### config.mk
export PLATFORM = sky130hd
export DESIGN_NAME = cfu_cmd_queue
export DESIGN_NICKNAME = d
export VERILOG_FILES = /design/src/rtl/cfu_pkg.sv /design/src/rtl/cfu_sync_fifo.sv /design/src/rtl/cfu_cmd_queue.sv
export SDC_FILE = /design/constraint.sdc
export NUM_CORES = 1
export LEC_CHECK = 0
export ABC_CLOCK_PERIOD_IN_PS = 4800
export BUFFER_PORTS_ARGS = -buffer_cell sky130_fd_sc_hd__buf_2
export CAP_MARGIN = 40
export CORE_ASPECT_RATIO = 1.4
export CORE_MARGIN = 4
export CORE_UTILIZATION = 40
export CTS_BUF_LIST = sky130_fd_sc_hd__clkbuf_2
export CTS_CLUSTER_SIZE = 20
export DETAILED_ROUTE_END_ITERATION = 6
export PLACE_DENSITY = 0.7
export SKIP_LAST_GASP = 1
export SLEW_MARGIN = 15
export SYNTH_ARGS = -nofsm -noshare
export SYNTH_HDL_FRONTEND = slang
export SYNTH_SLANG_ARGS = --single-unit
### constraint.sdc
create_clock -name clk -period 4.8 [get_ports clk]
set_input_delay 0.96 -clock clk [delete_from_list [all_inputs] [get_ports clk]]
set_output_delay 0.96 -clock clk [all_outputs]
set_load 0.05 [all_outputs]
### src/rtl/cfu_pkg.sv
// Shared widths and the packed command word carried through the CFU command queue.
package cfu_pkg;

  localparam int CFU_FID_W  = 10;
  localparam int CFU_DATA_W = 32;

  // Field order here is the bit order of every FIFO word: function_id in the MSBs.
  typedef struct packed {
    logic [CFU_FID_W-1:0]  function_id;
    logic [CFU_DATA_W-1:0] inputs_0;
    logic [CFU_DATA_W-1:0] inputs_1;
  } cfu_cmd_t;

  localparam int CFU_CMD_W = $bits(cfu_cmd_t);

endpackage

### src/rtl/cfu_sync_fifo.sv
// Synchronous FIFO with wrap-bit pointers, registered occupancy and no fall-through.
module cfu_sync_fifo #(
  parameter int WIDTH = 8,
  parameter int DEPTH = 4
) (
  input  logic                     clk,
  input  logic                     rst_n,
  input  logic                     push,
  input  logic [WIDTH-1:0]         push_data,
  output logic                     full,
  input  logic                     pop,
  output logic [WIDTH-1:0]         head_data,
  output logic                     empty,
  output logic [$clog2(DEPTH):0]   level
);

  localparam int AW    = $clog2(DEPTH);
  localparam int PTR_W = AW + 1;

  logic [PTR_W-1:0] wr_ptr;
  logic [PTR_W-1:0] rd_ptr;
  logic [WIDTH-1:0] mem [DEPTH];
  logic             do_push;
  logic             do_pop;

  assign full      = (wr_ptr[AW] != rd_ptr[AW]) && (wr_ptr[AW-1:0] == rd_ptr[AW-1:0]);
  assign empty     = (wr_ptr == rd_ptr);
  assign do_push   = push && !full;
  assign do_pop    = pop && !empty;
  assign head_data = mem[rd_ptr[AW-1:0]];

  always_ff @(posedge clk or negedge rst_n) begin
    if (!rst_n) begin
      wr_ptr <= '0;
      rd_ptr <= '0;
      level  <= '0;
    end else begin
      if (do_push) wr_ptr <= wr_ptr + PTR_W'(1);
      if (do_pop)  rd_ptr <= rd_ptr + PTR_W'(1);
      case ({do_push, do_pop})
        2'b10:   level <= level + PTR_W'(1);
        2'b01:   level <= level - PTR_W'(1);
        default: level <= level;
      endcase
    end
  end

  // Storage is data-only and deliberately left out of reset.
  always_ff @(posedge clk) begin
    if (do_push) mem[wr_ptr[AW-1:0]] <= push_data;
  end

endmodule

### src/rtl/cfu_cmd_queue.sv
// Elastic CFU bridge: command FIFO toward the CFU, one-entry registered response slice back to the CPU.
module cfu_cmd_queue
  import cfu_pkg::*;
#(
  parameter int DEPTH  = 4,
  parameter int FID_W  = CFU_FID_W,
  parameter int DATA_W = CFU_DATA_W
) (
  input  logic                   clk,
  input  logic                   reset,
  input  logic                   cmd_valid,
  output logic                   cmd_ready,
  input  logic [FID_W-1:0]       cmd_payload_function_id,
  input  logic [DATA_W-1:0]      cmd_payload_inputs_0,
  input  logic [DATA_W-1:0]      cmd_payload_inputs_1,
  output logic                   rsp_valid,
  input  logic                   rsp_ready,
  output logic [DATA_W-1:0]      rsp_payload_outputs_0,
  output logic                   cfu_cmd_valid,
  input  logic                   cfu_cmd_ready,
  output logic [FID_W-1:0]       cfu_cmd_function_id,
  output logic [DATA_W-1:0]      cfu_cmd_inputs_0,
  output logic [DATA_W-1:0]      cfu_cmd_inputs_1,
  input  logic                   cfu_rsp_valid,
  output logic                   cfu_rsp_ready,
  input  logic [DATA_W-1:0]      cfu_rsp_outputs_0,
  output logic [$clog2(DEPTH):0] level
);

  localparam int WORD_W = FID_W + 2 * DATA_W;

  logic              fifo_full;
  logic              fifo_empty;
  logic              push;
  logic              pop;
  logic [WORD_W-1:0] push_word;
  logic [WORD_W-1:0] head_word;
  logic              rsp_vld_p1;
  logic [DATA_W-1:0] rsp_data_p1;
  logic              load;

  // cmd_ready depends only on registered state plus the reset pin, never on a pop.
  assign cmd_ready = !fifo_full && reset;
  assign push      = cmd_valid && cmd_ready;
  assign push_word = {cmd_payload_function_id, cmd_payload_inputs_0, cmd_payload_inputs_1};

  assign cfu_cmd_valid = !fifo_empty;
  assign pop           = cfu_cmd_valid && cfu_cmd_ready;
  assign {cfu_cmd_function_id, cfu_cmd_inputs_0, cfu_cmd_inputs_1} = head_word;

  cfu_sync_fifo #(
    .WIDTH (WORD_W),
    .DEPTH (DEPTH)
  ) u_fifo (
    .clk       (clk),
    .rst_n     (reset),
    .push      (push),
    .push_data (push_word),
    .full      (fifo_full),
    .pop       (pop),
    .head_data (head_word),
    .empty     (fifo_empty),
    .level     (level)
  );

  // Response slice: an empty or draining slice can always take the next result.
  assign cfu_rsp_ready = !rsp_vld_p1 || rsp_ready;
  assign load          = cfu_rsp_valid && cfu_rsp_ready;

  always_ff @(posedge clk or negedge reset) begin
    if (!reset) begin
      rsp_vld_p1  <= 1'b0;
      rsp_data_p1 <= '0;
    end else if (load) begin
      rsp_vld_p1  <= 1'b1;
      rsp_data_p1 <= cfu_rsp_outputs_0;
    end else if (rsp_ready) begin
      rsp_vld_p1  <= 1'b0;
    end
  end

  assign rsp_valid             = rsp_vld_p1;
  assign rsp_payload_outputs_0 = rsp_data_p1;

endmodule

==> load_flow_metrics.sql, run 1 <==
INSERT INTO impl_metrics (metric_group, metric, value, unit) VALUES
('clocking', 'tritoncts_clock_tree', 'done', ''),
('hold_path', 'type_of_the_tightest_min_delay_check', 'in -> reg', ''),
('clocking', 'clk_path_buf_depth', '3', ''),
('synthesis', 'synth-edff-count', '296', ''),
('floorplan', 'placement_row_count', '76', ''),
('grt', 'antenna_found_initial', '6', ''),
('power_and_ir_drop', 'pwr-share-seq', '41.7', '%'),
('finish', 'finalNetCount', '931', ''),
('power_and_ir_drop', 'switching_power', '3.87', 'mW'),
('floorplan', 'core_region_area', '30800', 'µm²'),
('timing', 'final_sum_of_negative_setup_slack', '0', 'ns'),
('synthesis', 'synth_area', '12500', 'µm²'),
('routing', 'drt_pre_antenna_iters', '4', ''),
('floorplan', 'vertical_die_dimension', '217', 'µm'),
('timing', 'timing_hold_violations_final', '0', ''),
('power_and_ir_drop', 'power_leakage', '5.50', 'nW'),
('grt', 'grt_start_max_net_pins', '48', ''),
('clocking', 'cts_made_buffers', '78', ''),
('power_and_ir_drop', 'clock_power_share', '18.9', '%'),
('worst_setup_path', 'cp_max_fo', '30', ''),
('routing', 'routed_wl', '24.4', 'mm'),
('grt', 'vias_in_the_first_global_route', '6753', ''),
('timing', 'worst_slack', '0.841', 'ns'),
('worst_setup_path', 'crit_path_dat', '3.00', 'ns'),
('floorplan', 'design.die.area', '34200', 'µm²'),
('synthesis', 'synth-seq-cells', '338', ''),
('routing', 'vias', '6162', ''),
('synthesis', 'synth_flop_cell', 'sky130_fd_sc_hd__edfxtp_1', ''),
('timing', 'clock-skew-final', '0.0663', 'ns'),
('synthesis', 'synthDominantAreaCellType', 'sky130_fd_sc_hd__edfxtp_1', ''),
('placement', 'gp_routability_congestion', '0.712', ''),
('floorplan', 'initial_core_util', '40.6', '%'),
('finish', 'drive_above_1_share', '50.9', '%'),
('power_and_ir_drop', 'comb_power_share', '39.4', '%'),
('finish', 'layout.filler_cells', '2625', ''),
('routing', 'number_of_nets_with_antenna_violations_after_detailed_routing', '0', ''),
('outcome', 'outcome', 'complete, no violations', ''),
('worst_setup_path', 'worst_ep_required_time', '3.84', 'ns'),
('synthesis', 'synthDistinctLibCells', '28', ''),
('synthesis', 'synth_nets', '634', ''),
('floorplan', 'dieWidth', '158', 'µm'),
('synthesis', 'yosysWarningCount', '0', ''),
('timing', 'final_min_period_over_clock_period', '82.5', '%'),
('placement', 'portBuffers', '224', ''),
('timing', 'setup_viol_count_final', '0', ''),
('worst_setup_path', 'timing.critical_path.from_type', 'flip-flop', ''),
('clocking', 'post_cts.repair.setup_buffers', '0', ''),
('worst_setup_path', 'worst-setup-path-type', 'reg -> out', ''),
('timing', 'max_clock_freq', '0.253', 'GHz'),
('timing', 'slew_headroom', '47.4', '%'),
('clocking', 'cts-root-buf', 'sky130_fd_sc_hd__clkbuf_2', ''),
('clocking', 'cts_sinks', '338', ''),
('floorplan', 'boundaryPins', '225', ''),
('routing', 'drt_iter0_drc', '232', ''),
('power_and_ir_drop', 'netSwitchingFraction', '41.6', '%'),
('grt', 'global_route_wire_length_before_repair', '37.4', 'mm'),
('power_and_ir_drop', 'ir_drop', '0.417', 'mV'),
('timing', 'unrepaired_setup_endpoints_after_global_routing', 'no', ''),
('job', 'drv_cap', '0', ''),
('routing', 'wl_per_cell', '19.3', 'µm'),
('power_and_ir_drop', 'cell_internal_pwr', '5.43', 'mW'),
('timing', 'slew_violations', '0', ''),
('clocking', 'cts_max_level', '3', ''),
('power_and_ir_drop', 'pwr_density_cell', '624', 'nW/µm²'),
('synthesis', 'asyncSetResetFlopFracSynth', '12.4', '%'),
('clocking', 'clkLatencyLatePin', '0.92', 'ns'),
('worst_setup_path', 'end_kind', 'output pin', ''),
('synthesis', 'post-synth-top-area-fraction', '71.0', '%'),
('clocking', 'clkSlewWorstSetupHoldPaths', '0.11', 'ns'),
('synthesis', 'syn-instance-count', '515', ''),
('placement', 'hpwlAfterDp', '15.0', 'mm'),
('routing', 'detail_route.drc_violations', '0', ''),
('grt', 'globalRouteTotalUtil', '14.6', '%'),
('timing', 'worst-slew-pin-transition', '0.789', 'ns'),
('grt', 'grt_overflow_total', '0', ''),
('synthesis', 'yosysSeqAreaShare', '79.4', '%'),
('placement', 'place_worst_setup_slack', '1.71', 'ns'),
('synthesis', 'synthTopCellsByArea', 'sky130_fd_sc_hd__edfxtp_1 (71%), sky130_fd_sc_hd__mux4_2 (13%), sky130_fd_sc_hd__dfrtp_1 (8.4%), sky130_fd_sc_hd__mux2_1 (3.0%), sky130_fd_sc_hd__ha_1 (0.60%)', ''),
('synthesis', 'synth.avg_cell_area', '24.3', 'µm²'),
('routing', 'post_drt_via_cell_ratio', '4.87', ''),
('finish', 'area_growth_syn_to_layout', '19.1', '%'),
('timing', 'finalWorstPathRequiredPeriod', '3.96', 'ns');
## power groups by stage
| stage | sequential (mW) | clock [mW] | combinational, mW |
|---|---|---|---|
| after floorplan | 3.97 | 0 | 2.83 |
| after global placement | 3.95 | 0 | 3.72 |
| after detailed placement | 3.97 | 0 | 3.73 |
| after CTS | 3.90 | 1.85 | 3.74 |
| after global routing | 3.94 | 2.04 | 3.86 |
| final | 3.88 | 1.75 | 3.67 |
## flip-flops by register name (all words and copies together), names as in the netlist
name                   flops
u_fifo.level               3
u_fifo.rd_ptr              3
u_fifo.mem               296
u_fifo.wr_ptr              3
rsp_payload_outputs_0     32
rsp_valid                  1
## worst max-delay path, cell delays in order, from the launching register on
cell                      delay [ns]
sky130_fd_sc_hd__dfrtp_4        0.86
sky130_fd_sc_hd__buf_4          0.41
sky130_fd_sc_hd__mux4_2         0.57
sky130_fd_sc_hd__buf_2          0.23
## cell type report
type / count / area (µm²) / share of cell area [%]
clock buffers: 114 / 571 / 3.83
repair buffers: 237 / 1310 / 8.78
flip-flops and latches: 338 / 9950 / 66.7
inverters: 8 / 30.0 / 0.201
clock inverters: 26 / 126 / 0.847
multi-input cells: 149 / 2430 / 16.3
well taps: 390 / 488 / 3.27
diodes: 4 / 10.0 / 0.0671
## per-stage QoR
step | hold slack [ns] | total power, mW | instances | instance area (µm²) | util, %
floorplan | 0.581 | 6.80 | 515 | 12500 | -
global placement | 0.473 | 7.67 | 1120 | 14200 | 46.0
detailed placement | 0.469 | 7.70 | 1121 | 14200 | 46.1
CTS | 0.0636 | 9.50 | 1262 | 14900 | 48.4
global route | 0.0829 | 9.84 | 1264 | 14900 | 48.4
finish | 0.230 | 9.30 | 1266 | 14900 | 48.4
## cells in the final DEF (no fill, tap or decap), drive strengths merged
master and count:
a211o 1, a21boi 1, a21oi 1, a31o 1
a31oi 1, and2 4, and3 1, buf 236
bufinv 1, clkbuf 114, clkinv 20, dfrtp 42
diode 4, dlygate4sd3 1, edfxtp 296, fa 1
ha 6, inv 13, mux2 34, mux2i 1
mux4 74, nand2 7, nand2b 2, nand3 2
nor2 1, o311ai 2, xnor2 6, xor2 3
## routing by layer
layer / vias to the layer above / part of all wire, % / GRT usage (%)
li1: 2799 / - / -
met1: 3095 / 39 / 16.8
met2: 223 / 51 / 24.1
met3: 41 / 7.6 / 5.35
met4: 4 / 2.7 / 7.23
met5: - / 0.10 / 0
## final timing paths
path                                         start                     end  slack (ns)  depth (start not counted)
min in group asynchronous                    reset        u_fifo.wr_ptr[1]        0.40                          2
min                        cmd_payload_inputs_0[4]       u_fifo.mem[3][36]        0.23                          1
min reg2reg                        u_fifo.level[2]         u_fifo.level[2]        0.48                          1
max reg2reg                       u_fifo.rd_ptr[1]       u_fifo.mem[2][72]        1.85                          4
max in group asynchronous                    reset        u_fifo.rd_ptr[0]        3.68                          3
max                               u_fifo.rd_ptr[0]  cfu_cmd_function_id[2]        0.84                          3
## what timing repair did
action                                 CTS  global route
resized for setup                        0             0
endpoints found under the hold margin    2             0
hold buffers                             1             0
## cell usage after synthesis (2+ instances only)
cell type	n
sky130_fd_sc_hd__and2_1	4
sky130_fd_sc_hd__buf_2	12
sky130_fd_sc_hd__buf_6	6
sky130_fd_sc_hd__clkbuf_1	2
sky130_fd_sc_hd__dfrtp_1	42
sky130_fd_sc_hd__edfxtp_1	296
sky130_fd_sc_hd__ha_1	6
sky130_fd_sc_hd__inv_1	8
sky130_fd_sc_hd__mux2_1	33
sky130_fd_sc_hd__mux4_2	74
sky130_fd_sc_hd__nand2_1	7
sky130_fd_sc_hd__nand2b_1	2
sky130_fd_sc_hd__nand3_1	2
sky130_fd_sc_hd__o311ai_1	2
sky130_fd_sc_hd__xnor2_1	4
sky130_fd_sc_hd__xnor2_2	2
sky130_fd_sc_hd__xor2_1	2
## cells by family (layout without fill, tap and decap cells)
group,after synthesis,after routing,share of synthesized area (%)
flip-flops,338,338,79.4
multiplexers,109,109,16.5
buffers and inverters,28,385,1.32
AND/OR/NAND/NOR,17,17,0.670
XOR/XNOR,9,9,0.810
adder cells (fa/ha/maj),7,7,0.760
AO/OA/AOI/OAI,7,7,0.550
other,0,4,0
Power figures use the tool's default switching activity.
==> run 2: changes to the inputs <==
- ABC_CLOCK_PERIOD_IN_PS: 4800 -> 3500
- clock period: 4.8 -> 3.5 ns (I/O delays scaled with it)
==> run 2 against run 1 <==
  * Non-clock buffer count grew 114
  * Critical path depth grew 1
  * Total power grew 41%
  * Cell area grew 8.1%
  * Clock power grew 43%
  * Sequential share of layout area shrank 5.0 points
  * Sequential power grew 33%
  * Clock skew shrank 0.014 ns
  * Worst setup slack lost 0.58 ns
  * Register-to-register slack lost 0.76 ns
  * Sequential cell count is the same
  * Largest cell class unchanged
  * Highest routed layer is now met4
==> load_flow_metrics.sql, run 2 (same netlist as run 1, synthesis figures left out) <==
INSERT INTO impl_metrics (metric_group, metric, value, unit) VALUES
('outcome', 'outcome', 'complete, no violations', ''),
('finish', 'finalNetCount', '1047', ''),
('clocking', 'cts-root-buf', 'sky130_fd_sc_hd__clkbuf_2', ''),
('worst_setup_path', 'end_kind', 'output pin', ''),
('worst_setup_path', 'critical_register_to_register_path_startpoint', 'u_fifo.rd_ptr[1]', ''),
('grt', 'grt_start_max_net_pins', '75', ''),
('clocking', 'clk_path_buf_depth', '3', ''),
('finish', 'drive_above_1_share', '46.6', '%'),
('routing', 'number_of_nets_with_antenna_violations_after_detailed_routing', '0', ''),
('worst_setup_path', 'cp_max_fo', '18', ''),
('placement', 'portBuffers', '224', ''),
('finish', 'area_growth_syn_to_layout', '28.7', '%'),
('job', 'drv_cap', '0', ''),
('grt', 'globalRouteTotalUtil', '15.9', '%'),
('timing', 'clock-skew-final', '0.0520', 'ns'),
('grt', 'antenna_found_initial', '1', ''),
('routing', 'wl_per_cell', '19.2', 'µm'),
('clocking', 'cts_max_level', '3', ''),
('worst_setup_path', 'crit_path_dat', '2.54', 'ns'),
('finish', 'layout.cells.most_common', 'sky130_fd_sc_hd__edfxtp_1', ''),
('worst_setup_path', 'worst-setup-path-type', 'reg -> out', ''),
('floorplan', 'design.die.area', '34200', 'µm²'),
('hold_path', 'hold_path_stages', '3', ''),
('hold_path', 'type_of_the_tightest_min_delay_check', 'in -> reg', ''),
('power_and_ir_drop', 'ir_drop', '0.497', 'mV'),
('timing', 'slew_violations', '0', ''),
('clocking', 'cts_sinks', '338', ''),
('power_and_ir_drop', 'pwr_density_cell', '814', 'nW/µm²'),
('hold_path', 'worstHoldEndpoint', 'u_fifo.rd_ptr[2]', ''),
('power_and_ir_drop', 'totalPowerFinal', '13.1', 'mW'),
('finish', 'largest_reg_flops', '296', ''),
('floorplan', 'initial_core_util', '40.6', '%'),
('timing', 'timing_hold_violations_final', '0', ''),
('power_and_ir_drop', 'power_leakage', '6.02', 'nW'),
('floorplan', 'vertical_die_dimension', '217', 'µm'),
('clocking', 'cts_made_buffers', '80', ''),
('routing', 'routed_wl', '26.3', 'mm'),
('routing', 'detail_route.drc_violations', '0', ''),
('finish', 'layout.cells.most_common_list', 'sky130_fd_sc_hd__edfxtp_1 (296), sky130_fd_sc_hd__buf_2 (224), sky130_fd_sc_hd__clkbuf_2 (122)', ''),
('clocking', 'clkLatencyLatePin', '0.87', 'ns'),
('timing', 'unrepaired_setup_endpoints_after_global_routing', 'no', ''),
('finish', 'layout.filler_cells', '2458', ''),
('worst_setup_path', 'timing.critical_path.from_type', 'flip-flop', ''),
('routing', 'drt_iter0_drc', '354', ''),
('routing', 'vias', '6601', ''),
('routing', 'post_drt_via_cell_ratio', '4.81', ''),
('worst_setup_path', 'worst_ep_required_time', '2.80', 'ns'),
('floorplan', 'core_region_area', '30800', 'µm²'),
('worst_setup_path', 'worst_r2r_path_depth', '9', ''),
('grt', 'global_route_wire_length_before_repair', '41.3', 'mm'),
('timing', 'finalWorstPathRequiredPeriod', '3.24', 'ns'),
('routing', 'drt_pre_antenna_iters', '4', ''),
('worst_setup_path', 'timing.rr.end', 'u_fifo.level[2]', ''),
('grt', 'grt_overflow_total', '0', ''),
('timing', 'final_sum_of_negative_setup_slack', '0', 'ns'),
('hold_path', 'timing.hold.worst.start', 'cfu_cmd_ready', ''),
('clocking', 'clkSlewWorstSetupHoldPaths', '0.11', 'ns'),
('timing', 'max_clock_freq', '0.309', 'GHz'),
('placement', 'hpwlAfterDp', '15.4', 'mm'),
('clocking', 'tritoncts_clock_tree', 'done', ''),
('clocking', 'post_cts_resized', '0', ''),
('timing', 'slew_headroom', '65.4', '%'),
('floorplan', 'boundaryPins', '225', ''),
('timing', 'final_min_period_over_clock_period', '92.5', '%'),
('timing', 'worst-slew-pin-transition', '0.519', 'ns'),
('worst_setup_path', 'setup.reg_to_reg.worst_slack', '1.09', 'ns'),
('grt', 'vias_in_the_first_global_route', '7378', ''),
('timing', 'setup_viol_count_final', '0', ''),
('placement', 'gp_routability_congestion', '0.722', ''),
('floorplan', 'dieWidth', '158', 'µm'),
('floorplan', 'placement_row_count', '76', '');
-- run 2: changes by cell type in the layout (fill, tap and decap cells not counted), sizes merged --
cell         change
buf              +6
bufinv           +1
clkbuf           +8
clkinv          -12
clkinvlp         +1
diode            -3
dlygate4sd3    +108
inv              -2
-- run 2: what timing repair did --
item,in CTS,in global routing
endpoints found under the setup margin,72,40
hold buffers,109,0
buffers inserted,2,2
endpoints found under the hold margin,371,0
pin swaps,0,0
-- run 2: worst max path at each step --
| stage | start | end | slack [ns] |
|---|---|---|---|
| final | u_fifo.rd_ptr[1] | cmd_ready | 0.26 |
| after global routing | u_fifo.rd_ptr[1] | cmd_ready | 0.02 |
| after CTS | u_fifo.rd_ptr[0] | cfu_cmd_inputs_0[0] | 0.02 |
| after detailed placement | u_fifo.rd_ptr[0] | cfu_cmd_inputs_0[0] | 0.87 |
| after global placement | u_fifo.rd_ptr[0] | cfu_cmd_inputs_1[28] | 0.90 |
| after floorplan | u_fifo.rd_ptr[0] | u_fifo.mem[3][0] | 0.11 |
-- run 2: layout make-up --
class | instances | area, µm² | share of cell area [%]
flip-flops and latches | 338 | 9950 | 61.7
repair buffers | 351 | 2490 | 15.5
multi-input cells | 149 | 2430 | 15.1
clock buffers | 122 | 611 | 3.79
well taps | 390 | 488 | 3.03
clock inverters | 14 | 111 | 0.691
inverters | 8 | 30.0 | 0.186
diodes | 1 | 2.50 | 0.0155
-- run 2: layer usage --
| layer | share of wire, % | wire, µm | track usage, % | up-vias |
|---|---|---|---|---|
| li1 | - | - | - | 3016 |
| met4 | 2.1 | 562 | 6.28 | 0 |
| met2 | 52 | 13800 | 27.7 | 255 |
| met3 | 6.9 | 1820 | 4.44 | 41 |
| met5 | 0 | 0 | 0 | - |
| met1 | 38 | 10100 | 18.4 | 3289 |
-- run 2: per-stage QoR --
| stage | hold WS [ns] | instance area, µm² | setup slack, ns | cells | utilization, % |
|---|---|---|---|---|---|
| 2_1_floorplan | 0.404 | 12500 | 0.111 | 515 | - |
| 3_3_place_gp | 0.466 | 14200 | 0.905 | 1123 | 46.2 |
| 3_5_place_dp | 0.456 | 14200 | 0.873 | 1123 | 46.2 |
| 4_1_cts | 0.0258 | 16100 | 0.0235 | 1370 | 52.2 |
| 5_1_grt | 0.0720 | 16100 | 0.0192 | 1373 | 52.3 |
| 6_report | 0.167 | 16100 | 0.264 | 1373 | 52.3 |
-- run 2: critical path, stage by stage (launching register included) --
cell and delay (ns):
sky130_fd_sc_hd__dfrtp_4 0.65, sky130_fd_sc_hd__xnor2_2 0.38, sky130_fd_sc_hd__and2_1 0.32, sky130_fd_sc_hd__a21boi_1 0.11
sky130_fd_sc_hd__buf_2 0.23
-- run 2: power by group --
| group | switching, mW | internal, mW | leakage, nW | total (mW) |
|---|---|---|---|---|
| clock | 1.45 | 1.06 | 0.565 | 2.51 |
| sequential | 0.229 | 4.94 | 3.18 | 5.17 |
| combinational | 3.70 | 1.74 | 2.28 | 5.44 |
==> run 3: changes to the inputs <==
- RECOVER_POWER: default -> 25
==> run 3 against run 2 <==
  * Worst setup slack got worse by 0.0040 ns
  * Cell area decreased by 0.46%
  * First-iteration DRC count decreased by 4.0%
  * Largest power group unchanged
==> load_flow_metrics.sql, run 3 (same netlist as run 1, synthesis figures left out) <==
INSERT INTO impl_metrics (metric_group, metric, value, unit) VALUES
('outcome', 'outcome', 'complete, no violations', ''),
('job', 'drv_cap', '0', ''),
('finish', 'largest_reg_flops', '296', ''),
('timing', 'final_min_period_over_clock_period', '92.6', '%'),
('placement', 'portBuffers', '224', ''),
('timing', 'clock-skew-final', '0.0494', 'ns'),
('clocking', 'clkSlewWorstSetupHoldPaths', '0.11', 'ns'),
('worst_setup_path', 'end_kind', 'output pin', ''),
('routing', 'vias', '6619', ''),
('grt', 'vias_in_the_first_global_route', '7378', ''),
('worst_setup_path', 'worst_ep_required_time', '2.80', 'ns'),
('clocking', 'cts_made_buffers', '80', ''),
('clocking', 'clkLatencyLatePin', '0.87', 'ns'),
('routing', 'detail_route.drc_violations', '0', ''),
('worst_setup_path', 'timing.critical_path.cells', 'xnor2_2 > and2_1 > a21boi_1 > buf_2', ''),
('routing', 'routed_wl', '26.3', 'mm'),
('floorplan', 'initial_core_util', '40.6', '%'),
('floorplan', 'vertical_die_dimension', '217', 'µm'),
('floorplan', 'core_region_area', '30800', 'µm²'),
('timing', 'slew_violations', '0', ''),
('power_and_ir_drop', 'power_leakage', '5.86', 'nW'),
('clocking', 'post_cts_resized', '0', ''),
('routing', 'drt_pre_antenna_iters', '4', ''),
('floorplan', 'dieWidth', '158', 'µm'),
('worst_setup_path', 'worst_path_max_delay_cell', 'sky130_fd_sc_hd__dfrtp_4', ''),
('timing', 'timing_hold_violations_final', '0', ''),
('clocking', 'clk_path_buf_depth', '3', ''),
('timing', 'slew_headroom', '65.5', '%'),
('floorplan', 'placement_row_count', '76', ''),
('finish', 'drive_above_1_share', '40.6', '%'),
('power_and_ir_drop', 'totalPowerFinal', '13.1', 'mW'),
('timing', 'finalWorstPathRequiredPeriod', '3.24', 'ns'),
('hold_path', 'type_of_the_tightest_min_delay_check', 'in -> reg', ''),
('floorplan', 'design.die.area', '34200', 'µm²'),
('power_and_ir_drop', 'ir_drop', '0.497', 'mV'),
('clocking', 'cts_sinks', '338', ''),
('worst_setup_path', 'crit_path_max_incr_delay', '0.65', 'ns'),
('floorplan', 'boundaryPins', '225', ''),
('grt', 'antenna_found_initial', '1', ''),
('timing', 'unrepaired_setup_endpoints_after_global_routing', 'no', ''),
('grt', 'grt_start_max_net_pins', '75', ''),
('routing', 'post_drt_via_cell_ratio', '4.82', ''),
('worst_setup_path', 'timing.critical_path.from_type', 'flip-flop', ''),
('clocking', 'cts-root-buf', 'sky130_fd_sc_hd__clkbuf_2', ''),
('worst_setup_path', 'worst-setup-path-type', 'reg -> out', ''),
('finish', 'layout.cells.most_common', 'sky130_fd_sc_hd__edfxtp_1', ''),
('timing', 'setup_viol_count_final', '0', ''),
('grt', 'global_route_wire_length_before_repair', '41.3', 'mm'),
('finish', 'instances_no_fill', '1373', ''),
('timing', 'worst-slew-pin-transition', '0.518', 'ns'),
('timing', 'final_sum_of_negative_setup_slack', '0', 'ns'),
('power_and_ir_drop', 'pwr_density_cell', '817', 'nW/µm²'),
('finish', 'finalNetCount', '1047', ''),
('finish', 'area_growth_syn_to_layout', '28.1', '%'),
('placement', 'post-place-cells', '1123', ''),
('placement', 'gp_routability_congestion', '0.722', ''),
('worst_setup_path', 'cp_max_fo', '18', ''),
('finish', 'layout.cells.most_common_list', 'sky130_fd_sc_hd__edfxtp_1 (296), sky130_fd_sc_hd__buf_2 (165), sky130_fd_sc_hd__clkbuf_2 (122)', ''),
('worst_setup_path', 'crit_path_dat', '2.54', 'ns'),
('routing', 'number_of_nets_with_antenna_violations_after_detailed_routing', '0', ''),
('clocking', 'cts_max_level', '3', ''),
('grt', 'globalRouteTotalUtil', '15.9', '%'),
('timing', 'max_clock_freq', '0.309', 'GHz'),
('routing', 'wl_per_cell', '19.2', 'µm'),
('placement', 'hpwlAfterDp', '15.4', 'mm'),
('grt', 'grt_overflow_total', '0', ''),
('clocking', 'tritoncts_clock_tree', 'done', ''),
('routing', 'drt_iter0_drc', '340', '');
run 3: area by class of cell:
type | instances | area, µm²
clock inverter | 14 | 111
sequential | 338 | 9950
timing repair buffer | 351 | 2420
fill | 2490 | 14800
antenna | 1 | 2.50
inverter | 8 | 30.0
multi-input combinational | 149 | 2430
clock buffer | 122 | 611
tap | 390 | 488
run 3: path summary, 6_finish.rpt:
check	start	endpoint	slack (ns)	depth (start not counted)
worst min register to register	u_fifo.level[2]	u_fifo.level[2]	0.47	1
min in group asynchronous	reset	u_fifo.wr_ptr[0]	0.25	2
max in group asynchronous	reset	u_fifo.rd_ptr[0]	2.46	3
worst max register to register	u_fifo.rd_ptr[1]	u_fifo.level[2]	1.08	9
worst min-delay path	cfu_cmd_ready	u_fifo.rd_ptr[2]	0.16	3
worst max-delay path	u_fifo.rd_ptr[1]	cmd_ready	0.26	4
run 3: critical path: cells and delay by family, from the launching register on:
| family | cells | cell delay (ns) |
|---|---|---|
| buffers and inverters | 1 | 0.23 |
| DFF | 1 | 0.65 |
| xor gates and xnor gates | 1 | 0.38 |
| AOI/OAI and AO/OA | 1 | 0.11 |
| and+or+nand+nor | 1 | 0.32 |
run 3: per-stage QoR:
step                      cell area (µm²)  setup slack, ns  hold WS (ns)  util (%)
after floorplan                     12500            0.111         0.404         -
after global placement              14200            0.905         0.466      46.2
after detailed placement            14200            0.873         0.456      46.2
after CTS                           16100           0.0235        0.0258      52.2
after global routing                16000           0.0192        0.0720      52.1
final                               16000            0.260         0.165      52.1
run 3: repair_timing:
item	4_1_cts	5_1_grt
buffers inserted	2	2
endpoints found under the setup margin	72	40
hold buffers	109	0
endpoints found under the hold margin	371	0
run 3: where the power goes:
group	total, mW	leakage (nW)	switching [mW]	internal, mW
Clock	2.51	0.565	1.45	1.06
Sequential	5.17	3.18	0.229	4.94
Combinational	5.43	2.12	3.70	1.73
run 3: layer usage:
metal	vias up	share of wire, %	track usage (%)
li1	3013	-	-
met1	3307	38	18.4
met2	259	53	27.7
met3	40	7.0	4.44
met4	0	2.0	6.28
met5	-	0	0
